`src/rtl/uncached_write_buffer.sv`:
```
// rtl/uncached_write_buffer.sv - posted single-beat AXI3 write buffer with read ordering gate
//
// Accepts single-beat CPU writes into a DEPTH-entry FIFO, answers them with an
// immediate OKAY B response, and drains them downstream one at a time.
// Reads pass through only when no write is buffered or in flight, and writes
// stay blocked while a read burst is outstanding.
//
// Ports:
//   aclk, reset             clock and synchronous active-high reset
//   s_aw*/s_w*/s_b*         CPU-side write channels (s_wid, s_awlen unused)
//   s_ar*/s_r*              CPU-side read channels
//   m_aw*/m_w*/m_b*         downstream write channels, m_bready tied high
//   m_ar*/m_r*              downstream read channels
//   wb_empty                nothing buffered, nothing outstanding
//   wr_err                  one-cycle pulse on a non-OKAY downstream response
module uncached_write_buffer #(
    parameter int BUS_WIDTH = 4,
    parameter int DEPTH     = 4
) (
    input  logic                 aclk,
    input  logic                 reset,
    input  logic [BUS_WIDTH-1:0] s_awid,
    input  logic [31:0]          s_awaddr,
    input  logic [3:0]           s_awlen,
    input  logic [2:0]           s_awsize,
    input  logic                 s_awvalid,
    output logic                 s_awready,
    input  logic [BUS_WIDTH-1:0] s_wid,
    input  logic [31:0]          s_wdata,
    input  logic [3:0]           s_wstrb,
    input  logic                 s_wlast,
    input  logic                 s_wvalid,
    output logic                 s_wready,
    output logic [BUS_WIDTH-1:0] s_bid,
    output logic [1:0]           s_bresp,
    output logic                 s_bvalid,
    input  logic                 s_bready,
    input  logic [BUS_WIDTH-1:0] s_arid,
    input  logic [31:0]          s_araddr,
    input  logic [3:0]           s_arlen,
    input  logic [2:0]           s_arsize,
    input  logic [1:0]           s_arburst,
    input  logic [1:0]           s_arlock,
    input  logic [3:0]           s_arcache,
    input  logic [2:0]           s_arprot,
    input  logic                 s_arvalid,
    output logic                 s_arready,
    output logic [BUS_WIDTH-1:0] s_rid,
    output logic [31:0]          s_rdata,
    output logic [1:0]           s_rresp,
    output logic                 s_rlast,
    output logic                 s_rvalid,
    input  logic                 s_rready,
    output logic [BUS_WIDTH-1:0] m_awid,
    output logic [31:0]          m_awaddr,
    output logic [3:0]           m_awlen,
    output logic [2:0]           m_awsize,
    output logic [1:0]           m_awburst,
    output logic [1:0]           m_awlock,
    output logic [3:0]           m_awcache,
    output logic [2:0]           m_awprot,
    output logic                 m_awvalid,
    input  logic                 m_awready,
    output logic [BUS_WIDTH-1:0] m_wid,
    output logic [31:0]          m_wdata,
    output logic [3:0]           m_wstrb,
    output logic                 m_wlast,
    output logic                 m_wvalid,
    input  logic                 m_wready,
    input  logic [BUS_WIDTH-1:0] m_bid,
    input  logic [1:0]           m_bresp,
    input  logic                 m_bvalid,
    output logic                 m_bready,
    output logic [BUS_WIDTH-1:0] m_arid,
    output logic [31:0]          m_araddr,
    output logic [3:0]           m_arlen,
    output logic [2:0]           m_arsize,
    output logic [1:0]           m_arburst,
    output logic [1:0]           m_arlock,
    output logic [3:0]           m_arcache,
    output logic [2:0]           m_arprot,
    output logic                 m_arvalid,
    input  logic                 m_arready,
    input  logic [BUS_WIDTH-1:0] m_rid,
    input  logic [31:0]          m_rdata,
    input  logic [1:0]           m_rresp,
    input  logic                 m_rlast,
    input  logic                 m_rvalid,
    output logic                 m_rready,
    output logic                 wb_empty,
    output logic                 wr_err
);
    localparam int PW = $clog2(DEPTH);
    localparam logic [PW:0] L_DEPTH = DEPTH[PW:0];

    typedef enum logic [1:0] {ST_IDLE, ST_SEND, ST_WAIT_B} state_t;

    state_t               r_state;
    logic [PW-1:0]        r_wr_ptr;
    logic [PW-1:0]        r_rd_ptr;
    logic [PW:0]          r_count;
    logic                 r_aw_done;
    logic                 r_w_done;
    logic                 r_awvalid;
    logic                 r_wvalid;
    logic                 r_bvalid;
    logic [BUS_WIDTH-1:0] r_bid;
    logic                 r_busy;

    logic [BUS_WIDTH-1:0] r_mem_id   [DEPTH];
    logic [31:0]          r_mem_addr [DEPTH];
    logic [2:0]           r_mem_size [DEPTH];
    logic [31:0]          r_mem_data [DEPTH];
    logic [3:0]           r_mem_strb [DEPTH];

    logic w_acc_rdy;
    logic w_push;
    logic w_pop;
    logic w_aw_hs;
    logic w_w_hs;
    logic w_gate;
    logic w_ar_hs;
    logic w_r_end;
    logic w_unused_ok;

    // Holding off while a B response is pending keeps one response register sufficient.
    assign w_acc_rdy = (r_count < L_DEPTH) && !r_bvalid;
    assign w_push    = w_acc_rdy && s_awvalid && s_wvalid;
    assign w_pop     = (r_state == ST_WAIT_B) && m_bvalid;
    assign w_aw_hs   = r_awvalid && m_awready;
    assign w_w_hs    = r_wvalid && m_wready;
    // Reads may only leave when every earlier write has fully completed downstream.
    assign w_gate    = (r_count == '0) && (r_state == ST_IDLE) && !r_busy;
    assign w_ar_hs   = s_arvalid && m_arready && w_gate;
    assign w_r_end   = m_rvalid && s_rready && m_rlast;
    assign w_unused_ok = ^{s_wid, s_awlen, s_wlast, m_bid};

    always_ff @(posedge aclk) begin
        if (w_push) begin
            r_mem_id[r_wr_ptr]   <= s_awid;
            r_mem_addr[r_wr_ptr] <= s_awaddr;
            r_mem_size[r_wr_ptr] <= s_awsize;
            r_mem_data[r_wr_ptr] <= s_wdata;
            r_mem_strb[r_wr_ptr] <= s_wstrb;
        end
    end

    always_ff @(posedge aclk) begin
        if (reset) begin
            r_wr_ptr <= '0;
            r_rd_ptr <= '0;
            r_count  <= '0;
        end else begin
            if (w_push) r_wr_ptr <= r_wr_ptr + PW'(1);
            if (w_pop)  r_rd_ptr <= r_rd_ptr + PW'(1);
            case ({w_push, w_pop})
                2'b10:   r_count <= r_count + (PW+1)'(1);
                2'b01:   r_count <= r_count - (PW+1)'(1);
                default: r_count <= r_count;
            endcase
        end
    end

    always_ff @(posedge aclk) begin
        if (reset) begin
            r_bvalid <= 1'b0;
            r_bid    <= '0;
        end else if (w_push) begin
            r_bvalid <= 1'b1;
            r_bid    <= s_awid;
        end else if (s_bready) begin
            r_bvalid <= 1'b0;
        end
    end

    always_ff @(posedge aclk) begin
        if (reset) begin
            r_busy <= 1'b0;
        end else if (w_ar_hs) begin
            r_busy <= 1'b1;
        end else if (w_r_end) begin
            r_busy <= 1'b0;
        end
    end

    always_ff @(posedge aclk) begin
        if (reset) begin
            r_state   <= ST_IDLE;
            r_aw_done <= 1'b0;
            r_w_done  <= 1'b0;
            r_awvalid <= 1'b0;
            r_wvalid  <= 1'b0;
        end else begin
            case (r_state)
                ST_IDLE: begin
                    if ((r_count != '0) && !r_busy) begin
                        r_state   <= ST_SEND;
                        r_awvalid <= 1'b1;
                        r_wvalid  <= 1'b1;
                    end
                end
                ST_SEND: begin
                    if (w_aw_hs) begin
                        r_awvalid <= 1'b0;
                        r_aw_done <= 1'b1;
                    end
                    if (w_w_hs) begin
                        r_wvalid <= 1'b0;
                        r_w_done <= 1'b1;
                    end
                    // Both channels may complete in the same cycle; the flags are
                    // cleared here so the next entry starts fresh.
                    if ((r_aw_done || w_aw_hs) && (r_w_done || w_w_hs)) begin
                        r_state   <= ST_WAIT_B;
                        r_aw_done <= 1'b0;
                        r_w_done  <= 1'b0;
                    end
                end
                ST_WAIT_B: begin
                    if (m_bvalid) r_state <= ST_IDLE;
                end
                default: r_state <= ST_IDLE;
            endcase
        end
    end

    assign s_awready = w_acc_rdy;
    assign s_wready  = w_acc_rdy;
    assign s_bvalid  = r_bvalid;
    assign s_bid     = r_bid;
    assign s_bresp   = 2'b00;

    assign m_awid    = r_mem_id[r_rd_ptr];
    assign m_awaddr  = r_mem_addr[r_rd_ptr];
    assign m_awlen   = 4'd0;
    assign m_awsize  = r_mem_size[r_rd_ptr];
    assign m_awburst = 2'b01;
    assign m_awlock  = 2'b00;
    assign m_awcache = 4'd0;
    assign m_awprot  = 3'd0;
    assign m_awvalid = r_awvalid;
    assign m_wid     = r_mem_id[r_rd_ptr];
    assign m_wdata   = r_mem_data[r_rd_ptr];
    assign m_wstrb   = r_mem_strb[r_rd_ptr];
    assign m_wlast   = 1'b1;
    assign m_wvalid  = r_wvalid;
    assign m_bready  = 1'b1;

    assign m_arid    = s_arid;
    assign m_araddr  = s_araddr;
    assign m_arlen   = s_arlen;
    assign m_arsize  = s_arsize;
    assign m_arburst = s_arburst;
    assign m_arlock  = s_arlock;
    assign m_arcache = s_arcache;
    assign m_arprot  = s_arprot;
    assign m_arvalid = s_arvalid && w_gate;
    assign s_arready = m_arready && w_gate;

    assign s_rid     = m_rid;
    assign s_rdata   = m_rdata;
    assign s_rresp   = m_rresp;
    assign s_rlast   = m_rlast;
    assign s_rvalid  = m_rvalid;
    assign m_rready  = s_rready;

    assign wb_empty  = w_gate;
    // The CPU already received OKAY, so a downstream error is only flagged here.
    assign wr_err    = w_pop && (m_bresp != 2'b00);
endmodule
```
`config.mk`:
```
export PLATFORM = sky130hd
export DESIGN_NAME = uncached_write_buffer
export DESIGN_NICKNAME = d
export VERILOG_FILES = /design/src/rtl/uncached_write_buffer.sv
export SDC_FILE = /design/constraint.sdc
export NUM_CORES = 1
export LEC_CHECK = 0
export CELL_PAD_IN_SITES_DETAIL_PLACEMENT = 1
export CELL_PAD_IN_SITES_GLOBAL_PLACEMENT = 2
export CORE_MARGIN = 3
export CORE_UTILIZATION = 33
export DETAILED_ROUTE_END_ITERATION = 7
export PLACE_DENSITY_LB_ADDON = 0.1
export SYNTH_ARGS = -nofsm -noshare
export SYNTH_HDL_FRONTEND = slang
export SYNTH_SLANG_ARGS = --single-unit
```
`constraint.sdc`:
```
create_clock -name aclk -period 4.3 [get_ports aclk]
set_input_delay 0.86 -clock aclk [delete_from_list [all_inputs] [get_ports aclk]]
set_output_delay 0.86 -clock aclk [all_outputs]
set_load 0.02 [all_outputs]
```
==> metrics.txt, run 1 <==
reg2reg path depth 8; Max-cap violations 0; setup tns final 0 ns; main combinational cell family by area after synthesis multiplexers; Post-synth top flop edfxtp_1; Setup Fix Bufs, Post-CTS 0; post-layout min period ~3.6 ns; NumNets Final 928; initial antenna violation count 2; critical path required time 3.44 ns; Power, Total ~7.0 mW; Clock Skew 0.007647 ns; Synth top cells by count 300 x edfxtp_1, 122 x buf_4, 75 x mux4_2; H-Tree Depth 2; CP Launch Type flop; Power Density 448.3 nW/um2; fillers 3628; CTS resizes 0; first-pass GRT wire length 41.44 mm; cts hold-fix bufs 0; top post-synthesis cells by area edfxtp_1 71%, mux4_2 13%, buf_4 7.2%, dfxtp_1 3.3%, buf_6 0.53%; core area 37760 um2; Setup violations, final 0; Async S/R FF share, synth 0%; GRT Total Usage 13.36%; Seq/Total Area, Yosys 74.46%; Die X roughly 200 um; Cell Area, Placed 14360 um2; Worst Path Max Fanout 26; Slew Limit Fails 0; Die Y a little over 200 um; DR pass1 iterations 5; Worst Tran Pin Value ~0.81 ns; Area Growth Syn to Fin 22.87%; Pleak just under 5 nW; outcome finished clean; CTS clk-pin slew, worst paths 0.06 ns; Synth warnings 0; RSZ-0062 raised after global routing no; Gate Count Post-Synth 614; routability cong. 0.6810; Fin. Hold Viols 0; n_diodes 0; post-route ant nets 0; Tcrit/Tclk final 84.54%; post-synthesis cell type count 33; drt first-iter violations around 260; Clock Tree Buf Depth 3; Row Count about 70; FMAX 275.1 MHz; Seq. cell area 9437 um2; largest net degree at the start of global routing between 60 and 70; via count 5842; Seq cells post-synth 321; vias in the first global route 6673; TritonCTS buffer count 37; Post-Syn Area per Cell 20.62 um2; Port Buf Inserts 184; clock sinks about 320; final wirelength 27.70 mm; critical path class flop to primary output; Synth top area share between 70% and 80%; EDFF count, synth 300; starting density of the core 33.54%; I/O pin count 401; WP data arrival around 2.8 ns; Min Hold Slack 0.4602 ns; Hold WC Path Type flop to flop; Die ar. 40760 um2; mapped cell area about 13000 um2; CTS tree done; xor and xnor area share after synthesis 0.3458%; Multi-input gate area around 2300 um2; endpoint class of the critical path primary output; multiplexer area fraction after synthesis 13.73%; Wirelength per Cell ~22 um; Max IR drop VDD approximately 0.00019 V; Post-Synth Adder-Cell Area less than 1%; FF-to-FF setup slack 2.05 ns; DRC 0; Compound-Gate Fraction of Synth Area 0.7707%; Yosys top cell by area edfxtp_1; CTS root buffer clkbuf_16; clk_lat worst skew just over 0.5 ns; Synth Area in Simple Gates 1.650%; most common cell in the netlist edfxtp_1; worst hold path depth 2; drt via density ~4.6; share of cells above drive strength 1 19.97%; post-layout instance area 15560 um2; total gr overflow 0; post-detail-place hpwl approximately 17 mm; Rel. slew slack 45.64%
==> final timing paths <==
check | from | endpoint
max | flop | m_awid[3]
min | r_busy | r_busy
max reg2reg | r_count[2] | r_count[2]
min reg2reg | r_busy | r_busy
==> routing by layer <==
metal | vias to the layer above | GRT usage [%] | share of wire, %
met5 | - | 0 | 0.094
met4 | 4 | 3.538 | 1.9
met3 | 63 | 4.558 | 7.2
met2 | 236 | 23.24 | 51
met1 | 3021 | 15.92 | 40
li1 | 2518 | - | -
==> placed cells by master (no fill, tap or decap), types with 2 or more instances in the layout <==
cell / Yosys / routed
edfxtp_1: 300 / 300
clkdlybuf4s50_1: 0 / 184
mux4_2: 75 / 75
clkbuf_16: 0 / 39
conb_1: 2 / 19
dfxtp_1: 21 / 19
nor2_1: 15 / 15
a21oi_1: 9 / 9
inv_1: 7 / 7
clkbuf_1: 4 / 7
clkinv_2: 0 / 7
clkinv_1: 0 / 6
buf_12: 0 / 6
mux2i_1: 5 / 5
ha_1: 5 / 5
clkbuf_8: 0 / 5
buf_4: 122 / 5
and2_4: 0 / 4
nor3_1: 4 / 4
xor2_1: 4 / 4
and3_1: 2 / 2
or3_1: 2 / 2
nand2_1: 2 / 2
o21ai_0: 2 / 2
nor3b_1: 2 / 2
a31oi_1: 2 / 2
a21bo_2: 2 / 2
dfxtp_4: 0 / 2
bufinv_16: 0 / 2
==> kinds of logic after synthesis <==
kind of cell,Yosys count
fa+ha+maj,6
flops,321
compound gates,16
mux,80
buf+inv,145
other cells,2
xor+xnor,5
simple gates,39
==> sequential cells by signal, summed over array words and instances, names as in the netlist, named ones only <==
signal      flops
r_w_done        1
r_mem_strb     16
r_state         2
r_count         3
r_mem_addr    128
r_mem_id       16
r_mem_data    128
s_bvalid        1
m_wvalid        1
m_awvalid       1
r_busy          1
s_bid           4
r_wr_ptr        2
r_mem_size     12
r_rd_ptr        2
r_aw_done       1
==> report_power, final <==
part           leakage, nW  switching (mW)  internal (mW)  total [mW]
registers             2.89          0.0199           3.49        3.51
logic                 1.43           0.215          0.205       0.420
clock network        0.595            1.19           1.86        3.05
total                 4.91            1.42           5.55        6.98
==> per-stage QoR <==
| stage | cells | setup WS, ns | utilization, % |
|---|---|---|---|
| final | 1267 | 0.6646 | 41.21 |
| after detailed placement | 1199 | 1.085 | 38.02 |
| after global routing | 1267 | 0.4615 | 41.21 |
| after global placement | 1199 | 1.091 | 38.02 |
| after CTS | 1267 | 0.5067 | 41.21 |
| after floorplan | 631 | 0.8106 | - |
==> cell type report <==
type	count	share of cell area (%)
sequential	321	60.65
multi-input combinational	165	14.48
timing repair buffer	195	12.85
clock buffer	51	6.883
tap	511	4.109
clock inverter	17	0.8604
inverter	7	0.1689
==> critical path: stages, from the launching register on <==
cell,delay [ns]
dfxtp_4,0.71
buf_4,0.35
mux4_2,0.60
clkdlybuf4s50_1,0.57
Note: power is estimated with default switching activity, not from simulation.
==> run 2: changes to the inputs <==
==> constraint.sdc (replaced) <==
create_clock -name aclk -period 3.78 [get_ports aclk]
set_input_delay 0.756 -clock aclk [delete_from_list [all_inputs] [get_ports aclk]]
set_output_delay 0.756 -clock aclk [all_outputs]
set_load 0.02 [all_outputs]
==> run 2 against run 1 <==
Sequential power up 14%. Worst hold slack barely moved. Power is 16% higher. First-iteration DRC count decreased by 17%. Highest routed layer unchanged.
==> metrics.txt, run 2 (synthesized netlist as in run 1, its figures left out) <==
outcome finished clean; clock sinks 321 (unchanged); most used routing layer met2; DR pass1 iterations 6 (+1); Power Density 515.0 nW/um2 (+15%); Tcrit/Tclk final 89.48%; Regs by FF count r_mem_addr x128, r_mem_data x128; sw frac 20.17% (-0.21 points); post-detail-place hpwl 18.08 mm (+5.3%); final wirelength 27.99 mm (+1.1%); DRC 0 (unchanged); Worst Path Max Fanout 41 (+58%); post-layout min period approximately 3.4 ns; FF-to-FF setup slack 1.47 ns (-0.58 ns); CP top delay family buffers and inverters; post-route ant nets 0 (unchanged); starting density of the core 33.54% (unchanged); Power, Total 8.083 mW (+16%); end point of the critical path m_wdata[7]; worst hold path depth 2 (unchanged); Wirelength per Cell 21.95 um (+0.42%); Clock Power Share 44.6% (+0.9 points); met2 Usage GRT 23.20% (-0.036 points); Setup Fix Bufs, Post-CTS 0 (unchanged); endpoint class of the critical path primary output; Clock Tree Buf Depth 3 (unchanged); met1 usage 16.47% (+0.55 points); critical path required time 3.02 ns (-0.42 ns); I/O pin count 401 (unchanged); most frequent cells in the layout 300 x edfxtp_1, 184 x clkdlybuf4s50_1, 75 x mux4_2; largest net degree at the start of global routing 42 (-32%); M3 GR Usage 4.703% (+0.14 points); Rel. slew slack 44.72% (-0.92 points); Clock Skew 0.01018 ns (+0.002537 ns); clk_lat worst skew 0.51 ns (about the same); Area Growth Syn to Fin 23.94%; via count 5941 (+1.7%); Die X 201.9 um (unchanged); final worst slack 0.3978 ns (-0.2668 ns); drt via density 4.660 (+1.1%); total gr overflow 0 (unchanged); RSZ-0062 raised after global routing no; critical path class flop to primary output; NetSw 1.631 mW (+15%); CTS resizes 0 (unchanged); Max IR drop VDD 0.0002325 V (+21%); FMAX ~300 MHz; CP Cell Sequence buf_12, mux4_2, clkdlybuf4s50_1; WP data arrival 2.63 ns (-0.15 ns); reg2reg path depth 8 (unchanged); GRT Total Usage 13.52% (+0.17 points); Fin. Hold Viols 0 (unchanged); Buf/Inv on CP 2 (unchanged); CTS root buffer clkbuf_16; commonest non-fill, non-tap cell in the layout edfxtp_1; Crit path largest cell delay 0.60 ns (-0.11 ns); routability cong. 0.6918 (+1.6%); cts hold-fix bufs 0 (unchanged); reg2reg start r_count[2]; fillers 3581 (-1.3%); part of the power in registers 49.4% (-0.9 points); H-Tree Depth 2 (unchanged); core area 37760 um2 (unchanged); Max-cap violations 0 (unchanged); CTS tree done; Post-Place Setup Slack 0.7465 ns (-0.3382 ns); Pleak 4.976 nW (+1.2%); CP Launch Type flop; Die ar. 40760 um2 (unchanged); Die Y 201.9 um (unchanged); Crit path depth 3 (unchanged); Port Buf Inserts 184 (unchanged); R2R Path End r_count[2]; vias in the first global route 6690 (+0.25%); Slew Limit Fails 0 (unchanged); first-pass GRT wire length 42.04 mm (+1.4%); Hold WC Path Type flop to flop; cell-internal power 6.452 mW (+16%); setup tns final 0 ns (unchanged); initial antenna violation count 3 (+1); CTS clk-pin slew, worst paths 0.06 ns (about the same); Row Count 71 (unchanged); share of cells above drive strength 1 20.55% (+0.58 points); crit path max-delay cell type clkdlybuf4s50_1; NumNets Final 939 (+1.2%); drt first-iter violations 218 (-17%); TritonCTS buffer count 38 (+2.7%); Combinational Power Share 6.0% (about the same); post-layout util 41.57% (+0.36 points); Worst Tran Pin Value 0.8266 ns (+0.01377 ns); n_diodes 0 (unchanged); Setup violations, final 0 (unchanged)
[run 2: worst register-to-register path: stages (launching register included)]
cell and delay [ns]:
dfxtp_1 0.41, and4bb_2 0.39, inv_1 0.13, ha_1 0.20, inv_1 0.07, fa_1 0.40, xor2_1 0.17, or3_1 0.31
a21oi_1 0.15
[run 2: metal layers]
layer | routed length (um) | up-vias
li1 | - | 2537
met5 | 47 | -
met1 | 11380 | 3087
met2 | 14170 | 248
met3 | 1917 | 63
met4 | 468 | 6
[run 2: stage by stage]
| stage | std cells | area, um2 | hold slack, ns |
|---|---|---|---|
| after CTS | 1275 | 15700 | 0.4647 |
| after global routing | 1275 | 15700 | 0.4921 |
| after global placement | 1209 | 14440 | 0.4501 |
| final | 1275 | 15700 | 0.4602 |
| after detailed placement | 1209 | 14440 | 0.4571 |
| after floorplan | 631 | 12730 | 0.4320 |
[run 2: how the worst min path moves through the flow]
stage	start	slack, ns	to
2_1_floorplan	r_busy	0.43	r_busy
3_3_place_gp	r_busy	0.45	r_busy
3_5_place_dp	r_busy	0.46	r_busy
4_1_cts	r_busy	0.46	r_busy
5_1_grt	r_busy	0.49	r_busy
6_report	r_busy	0.46	r_busy
[run 2: power groups by stage]
stage | Combinational (mW) | Clock [mW] | Sequential [mW]
after floorplan | 0.355 | 0 | 4.07
after global placement | 0.479 | 0 | 4.06
after detailed placement | 0.491 | 0 | 4.07
after CTS | 0.494 | 3.74 | 3.99
after global routing | 0.520 | 3.87 | 4.00
final | 0.483 | 3.61 | 3.99
[run 2: layout make-up]
| type | instances | area, um2 | area share, % |
|---|---|---|---|
| timing repair buffer | 205 | 2087 | 13.30 |
| multi-input combinational | 165 | 2253 | 14.36 |
| clock inverter | 14 | 143.9 | 0.9168 |
| tap | 511 | 639.4 | 4.074 |
| inverter | 7 | 26.28 | 0.1674 |
| clock buffer | 52 | 1109 | 7.063 |
| sequential | 321 | 9437 | 60.12 |
